`src/rtl/stream_player.sv`:
```
// stream_player
// Plays back a stored word pattern as a valid/ready stream. A pattern memory
// is loaded while the player is idle; a start request then emits the first
// len words in order, either once or repeatedly until stop is raised.
//
// Ports
//   clk       sole clock, all state changes on the rising edge
//   rst       synchronous active-high reset (pattern memory is kept)
//   wr_en     pattern-memory write strobe (ignored while playing)
//   wr_addr   pattern-memory write address
//   wr_data   pattern-memory write data
//   start     begin playback, only honoured in IDLE with a legal len
//   stop      abort playback, only honoured in PLAY
//   len       words per pass, legal range 1..DEPTH, sampled with start
//   loop_en   repeat passes until stop, sampled with start
//   out_data  current word (0 when not playing)
//   out_valid out_data carries a word
//   out_ready consumer accepts the current word
//   busy      high while playing
//   done      one-cycle pulse after a finished pass or a stop
//   pass_cnt  completed passes since the last accepted start

module stream_player #(
    parameter int WIDTH = 16,
    parameter int DEPTH = 16,
    parameter int AW    = 4
) (
    input  logic             clk,
    input  logic             rst,
    input  logic             wr_en,
    input  logic [AW-1:0]    wr_addr,
    input  logic [WIDTH-1:0] wr_data,
    input  logic             start,
    input  logic             stop,
    input  logic [AW:0]      len,
    input  logic             loop_en,
    output logic [WIDTH-1:0] out_data,
    output logic             out_valid,
    input  logic             out_ready,
    output logic             busy,
    output logic             done,
    output logic [15:0]      pass_cnt
);

    typedef enum logic [1:0] {
        IDLE,
        PLAY,
        FINISH
    } state_t;

    localparam logic [AW:0]   DEPTH_W = (AW + 1)'(DEPTH);
    localparam logic [AW:0]   LEN_ONE = (AW + 1)'(1);
    localparam logic [AW-1:0] PTR_ONE = AW'(1);

    state_t           state;
    state_t           state_next;
    logic [WIDTH-1:0] mem [DEPTH];
    logic [AW-1:0]    ptr;
    logic [AW-1:0]    ptr_next;
    logic [AW:0]      len_q;
    logic [AW:0]      len_next;
    logic             loop_q;
    logic             loop_next;
    logic [15:0]      pass_q;
    logic [15:0]      pass_next;
    logic             len_ok;
    logic             last_word;

    // A start request is only meaningful when it asks for at least one word
    // and no more words than the memory holds; anything else is dropped.
    assign len_ok    = (len != '0) && (len <= DEPTH_W);
    assign last_word = ({1'b0, ptr} == (len_q - LEN_ONE));

    // Outputs are decoded purely from the registered state and pointer, so
    // a stalled consumer always sees a stable word.
    assign out_valid = (state == PLAY);
    assign busy      = (state == PLAY);
    assign done      = (state == FINISH);
    assign out_data  = (state == PLAY) ? mem[ptr] : '0;
    assign pass_cnt  = pass_q;

    // Next-state logic. Stop wins over a simultaneous transfer: the pointer
    // and pass count are left alone and the player goes straight to FINISH.
    // Only a handshake (valid and ready) advances the pointer; the last word
    // of a pass bumps the pass count and either rewinds or ends the pass.
    always_comb begin
        state_next = state;
        ptr_next   = ptr;
        len_next   = len_q;
        loop_next  = loop_q;
        pass_next  = pass_q;
        case (state)
            IDLE: begin
                if (start && len_ok) begin
                    state_next = PLAY;
                    ptr_next   = '0;
                    len_next   = len;
                    loop_next  = loop_en;
                    pass_next  = '0;
                end
            end
            PLAY: begin
                if (stop) begin
                    state_next = FINISH;
                end else if (out_ready) begin
                    if (last_word) begin
                        pass_next = pass_q + 16'd1;
                        if (loop_q) begin
                            ptr_next = '0;
                        end else begin
                            state_next = FINISH;
                        end
                    end else begin
                        ptr_next = ptr + PTR_ONE;
                    end
                end
            end
            FINISH: begin
                state_next = IDLE;
            end
            default: begin
                state_next = IDLE;
            end
        endcase
    end

    // State and playback registers. Reset returns everything to a quiet IDLE
    // without producing a done pulse.
    always_ff @(posedge clk) begin
        if (rst) begin
            state  <= IDLE;
            ptr    <= '0;
            len_q  <= '0;
            loop_q <= 1'b0;
            pass_q <= '0;
        end else begin
            state  <= state_next;
            ptr    <= ptr_next;
            len_q  <= len_next;
            loop_q <= loop_next;
            pass_q <= pass_next;
        end
    end

    // Pattern memory. Writes are locked out during playback so the word being
    // presented cannot change under the consumer, and a reset cycle blocks the
    // write, but reset never clears the stored pattern.
    always_ff @(posedge clk) begin
        if (!rst && wr_en && (state != PLAY)) begin
            mem[wr_addr] <= wr_data;
        end
    end

endmodule

```
`config.mk`:
```
export PLATFORM = sky130hd
export DESIGN_NAME = stream_player
export DESIGN_NICKNAME = d
export VERILOG_FILES = /design/src/rtl/stream_player.sv
export SDC_FILE = /design/constraint.sdc
export NUM_CORES = 1
export LEC_CHECK = 0
export BUFFER_PORTS_ARGS = -buffer_cell sky130_fd_sc_hd__buf_2
export CAP_MARGIN = 20
export CORE_UTILIZATION = 60
export CTS_BUF_LIST = sky130_fd_sc_hd__clkbuf_16
export DETAILED_ROUTE_END_ITERATION = 8
export PLACE_DENSITY = 0.79
export REMOVE_ABC_BUFFERS = 1
export SETUP_SLACK_MARGIN = 0.2
export SLEW_MARGIN = 20
export SYNTH_ARGS = -nofsm -noshare
export SYNTH_HDL_FRONTEND = slang
export SYNTH_SLANG_ARGS = --single-unit
```
`constraint.sdc`:
```
create_clock -name clk -period 3.3 [get_ports clk]
set_input_delay 0.495 -clock clk [delete_from_list [all_inputs] [get_ports clk]]
set_output_delay 0.495 -clock clk [all_outputs]
set_load 0.005 [all_outputs]
```
Word level (Yosys, flattened, before mapping)
Memories as Yosys holds them, arrays and structs flattened. A register that Yosys moved wholly into a read port is not among the register bits.
Index checks and enable logic that the tools add are counted.
{"block": "word_totals", "memories": 1, "input_bits": 32, "ramBits": 256, "out_inout_bits": 35, "register_bits": 28}
{"memory": "mem", "words": 16, "width": 16, "rd": 1, "rd_clocked_by_memory_dff": 1, "wr": 1, "line": "57", "source": "logic [WIDTH-1:0] mem [DEPTH];"}
{"block": "classes", "reduce_logical": 12, "add_sub_neg": 3, "n_eq_ne": 12, "muxes": 22, "order_cmp": 1}
{"op": "16-bit two-way mux", "count": 5}
{"op": "16-bit case mux with 2 select lines", "count": 1}
{"op": "4-bit two-way mux", "count": 7}
{"op": "16-bit by 1-bit adder with 16-bit output, second input constant", "count": 1}
{"op": "2-bit two-way mux", "count": 5}
{"op": "5-bit AND reduction", "count": 2}
{"op": "3-bit inequality test, second input constant", "count": 3}
{"op": "4-bit case mux with 2 select lines", "count": 1}
{"op": "2-bit inequality test, second input constant", "count": 3}
{"op": "4-bit by 5-bit equality test with 1-bit output", "count": 1}
{"op": "5-bit <= comparator, second input constant", "count": 1}
{"op": "5-bit nonzero test", "count": 1}
{"op": "5-bit by 1-bit subtractor with 5-bit output, second input constant", "count": 1}
{"op": "4-bit by 1-bit adder with 4-bit output, second input constant", "count": 1}
{"op": "1-bit logical AND", "count": 4}
{"op": "2-bit by 1-bit inequality test with 1-bit output, second input constant", "count": 2}
{"op": "2-bit case mux with 2 select lines", "count": 1}
{"op": "4-bit AND reduction", "count": 1}
{"op": "3-bit by 2-bit inequality test with 1-bit output, second input constant", "count": 1}
{"op": "2-bit by 1-bit equality test with 1-bit output, second input constant", "count": 1}
{"op": "2-bit equality test, second input constant", "count": 1}
{"op": "2-bit zero test", "count": 1}
{"op": "1-bit two-way mux", "count": 2}
{"op": "2-bit AND reduction", "count": 1}
{"op": "2 further kinds", "count": 2}

Longest topological paths before layout
{"block": "logic_depth", "depth_word": 8, "ltp_mapped": 9, "depth_no_buf": 7}

Worst setup path after synthesis
No wires, ideal clock.
{"block": "synth_timing", "path_type": "register to register", "start": "register state[1]", "end": "memory mem[0][0], enable pin", "slack_ns": 0.372, "path_stages_with_launch": 7, "arrival_ns": 2.519, "t_required_ns": 2.891, "setup_time_ns": 0.409, "path_cell_list": "dfxtp_1 -> clkbuf_1 -> nand2b_1 -> clkbuf_1 -> nand3b_1 -> or3_1 -> nor3_1"}
{"block": "synth_via", "elab_chain_len": 4}
{"element": "from (decl)", "line": "55", "source": "state_t state;"}
{"element": "from (signal assigned)", "line": "137", "source": "state <= state_next;"}
{"element": "2-bit by 1-bit inequality test with 1-bit output", "line": "149", "source": "if (!rst && wr_en && (state != PLAY)) begin"}
{"element": "1-bit logical AND", "line": "149"}
{"element": "1-bit two-way mux", "line": "149"}
{"element": "1-bit two-way mux (not written as such)", "line": "150", "source": "mem[wr_addr] <= wr_data;"}
{"element": "to (decl)", "line": "57"}
Every way passes these cells.

==> results.ini <==
[layout]
final_layout_size_suffix_gt1_share_pct = 34.4
postLayoutCellArea_um2 = 13500
final_util_pct = 72.2
area_growth_pct = 17.5
diodes = 0
layout.cells.non_filler = 969
nets = 748

[sta]
period_needed_ns = 3.09
fin_crit_sh_pct = 93.8
clock.fmax_mhz = 323
rsz0062_at_grt = true
drv_slew = 0
worst_hold_slack_ns = 0.194
tightest_slew_ns = 0.697
finalSetupViolations = 0
slew_headroom_pct = 53.1
hold_viol_final = 0
finClkSkew_ns = 0.0131

[floorplan]
num_rows = 50
io_pins = 67
dieArea_um2 = 19800
core_um2 = 18800
start_util_pct = 61.5
fp.dieW_um = 141
die_y_um = 141

[detailed_routing]
vias = 6409
finalWirelength_um = 26800
drc = 0
dr.pass1.iters = 5
wl_per_cell_um = 27.6
viasPerCell = 6.61
ant_nets = 0
drt_iter0_drc = 572

[worst_hold_path]
hold_class = in -> reg

[clock_network]
cts_buffers = 28
cts-root-buf = clkbuf_16
htree_levels = 1
cts_sinks = 288
ctsHoldBuffers = 0
cts_buffer_depth = 3
cts_tree = built
clk_pin_slew_worst_paths_ns = 0.06
clock_latency_ns = 0.55

[status]
status = completed

[setup_path]
reg2reg_from = len_q[0]
worst_ep_required_time_ns = 2.80
slowest_stage = mux4_2
crit_path_frequent_cell = mux4_2
path_cells = buf_12, buf_16, mux4_2, mux4_2, and2_1, buf_2
crit_type = reg -> out
slowest_delay_ns = 0.54
cp-endpoint = out_data[8]
start_kind = flop
r2r_setup_slack_ns = 0.48
path_max_fanout = 13
reg2reg_to = pass_cnt[6]
arrival_ns = 2.60
reg2reg_depth = 7
endpoint_kind = primary output

[flow_run]
cap_viol_max_count = 0

[power_and_ir_drop]
p_leak_nw = 4.38
power_w = 0.00750
irDropWorstVdd_v = 0.000461
power.density_nw_per_um2 = 554

[grt]
grt_max_degree = 65
busiest_layer = met2
grt_pass1_wl_um = 39600
antenna_found_initial = 0
grt_pass1_vias = 6474
grtUsageTotal_pct = 28.0
use_met1_pct = 37.1
overflow = 0
grtUsageMet3_pct = 4.69
grtUsageMet2_pct = 47.1

[synth]
netlist_area_um2 = 11500
synth-main-ff-cell = edfxtp_1
synthCells = 608
synth-edff-count = 256
async_flop_share_pct = 0
synth_seq_cells = 288
avgSynthCellArea_um2 = 19.0
yosysSeqAreaShare_pct = 72.2
synth_cell_types = 48
ys_warn_count = 0

[placed_design]
numPortBuffers = 66
dpl.hpwl_um = 14400
place_area_um2 = 12400
dp_cells = 907
place_congestion = 0.865

==> worst max-delay path: cells and delay by family, from the launching register on <==
family	cells	cell delay, ns
muxes	2	1.06
DFF	1	0.36
buffers and inverters	3	0.45
and+or+nand+nor	1	0.18
==> cells in the final DEF (no fill, tap or decap), types with 7 or more instances in the layout <==
master,Yosys,layout
buf_12,0,9
and2_1,16,12
clkbuf_16,0,29
nand3_1,10,10
buf_4,1,25
nor2_1,26,14
buf_2,7,63
or3_1,7,7
a21oi_1,13,13
mux2i_1,9,9
mux4_2,80,80
dfxtp_1,32,30
nor2_2,0,12
buf_6,2,7
nand2_1,32,32
edfxtp_1,256,256
o21ai_0,11,11
inv_1,10,17
==> per-layer routing <==
layer / vias to the layer above / wire length, µm / part of all wire, %
li1: 2712 / - / -
met1: 3252 / 9940 / 37
met2: 377 / 13600 / 51
met3: 68 / 2320 / 8.7
met4: 0 / 902 / 3.4
met5: - / 0 / 0
==> how the worst min path moves through the flow <==
stage | depth (start not counted) | to | from
global route | 3 | loop_q | loop_en
finish | 3 | len_q[2] | len[2]
detailed placement | 2 | loop_q | loop_q
floorplan | 2 | loop_q | loop_q
CTS | 3 | loop_q | loop_en
global placement | 2 | pass_cnt[15] | pass_cnt[15]
==> what timing repair did <==
item | 4_1_cts | 5_1_grt
cloned | 3 | 0
resized for setup | 4 | 11
setup buffers | 6 | 1
setup endpoints to repair | 15 | 13
pin swaps | 0 | 0
hold endpoints to repair | 0 | 0
==> layout make-up <==
type	count	area [µm²]
Inverter	10	37.5
Tap cell	234	293
Clock buffer	29	726
Fill cell	1079	5220
Timing Repair Buffer	108	872
Clock inverter	23	210
Multi-Input combinational cell	277	3080
Sequential cell	288	8330
==> cells by family after synthesis <==
| logic type | count (synthesis) | share of synthesized area (%) |
|---|---|---|
| xor+xnor | 5 | 0.380 |
| buf+inv | 43 | 1.64 |
| simple gates | 124 | 5.42 |
| mux | 90 | 16.5 |
| fa+ha+maj | 3 | 0.325 |
| compound gates | 55 | 3.53 |
| flops | 288 | 72.2 |
==> flip-flops by register name, indices dropped and copies added (netlist names), named ones only <==
signal,count
pass_cnt,16
state,2
ptr,4
mem,256
loop_q,1
len_q,5
==> per-stage QoR <==
| stage | worst slack (ns) | setup TNS [ns] |
|---|---|---|
| 4_1_cts | 0.187 | 0 |
| 3_3_place_gp | 0.608 | 0 |
| 6_report | 0.206 | 0 |
| 3_5_place_dp | 0.511 | 0 |
| 2_1_floorplan | -1.19 | -19.08 |
| 5_1_grt | 0.165 | 0 |
==> report_power, final <==
part / internal, W / leakage (nW) / switching [W] / total, W
Sequential: 0.00399 / 2.57 / 0.0000157 / 0.00401
Combinational: 0.0000998 / 1.34 / 0.000154 / 0.000254
Clock: 0.00190 / 0.473 / 0.00134 / 0.00324
Total: 0.00599 / 4.38 / 0.00151 / 0.00750
==> cell usage after synthesis (2+ instances only) <==
| cell | n | share of area [%] |
|---|---|---|
| xnor2_1 | 3 | 0.23 |
| inv_1 | 10 | 0.33 |
| nand3_1 | 10 | 0.43 |
| nand3b_1 | 2 | 0.13 |
| nor4b_1 | 2 | 0.15 |
| o21ai_0 | 11 | 0.48 |
| mux4_2 | 80 | 16 |
| nor4_1 | 2 | 0.11 |
| buf_6 | 2 | 0.20 |
| buf_1 | 4 | 0.13 |
| o221ai_1 | 2 | 0.15 |
| a2111oi_2 | 2 | 0.26 |
| xor2_1 | 2 | 0.15 |
| a31oi_1 | 3 | 0.16 |
| and2_1 | 16 | 0.87 |
| a311oi_1 | 5 | 0.38 |
| nor2b_1 | 3 | 0.16 |
| nand2b_1 | 6 | 0.33 |
| or3_1 | 7 | 0.38 |
| clkbuf_1 | 19 | 0.62 |
| nor3_1 | 8 | 0.35 |
| nor2_1 | 26 | 0.85 |
| nand2_1 | 32 | 1.0 |
| dfxtp_1 | 32 | 5.6 |
| nor3b_1 | 2 | 0.13 |
| a41oi_1 | 4 | 0.30 |
| ha_1 | 3 | 0.33 |
| a211oi_1 | 5 | 0.33 |
| buf_2 | 7 | 0.30 |
| edfxtp_1 | 256 | 67 |
| nand4_1 | 5 | 0.27 |
| a21oi_1 | 13 | 0.56 |
| mux2i_1 | 9 | 0.78 |
Power figures use the tool's default switching activity.
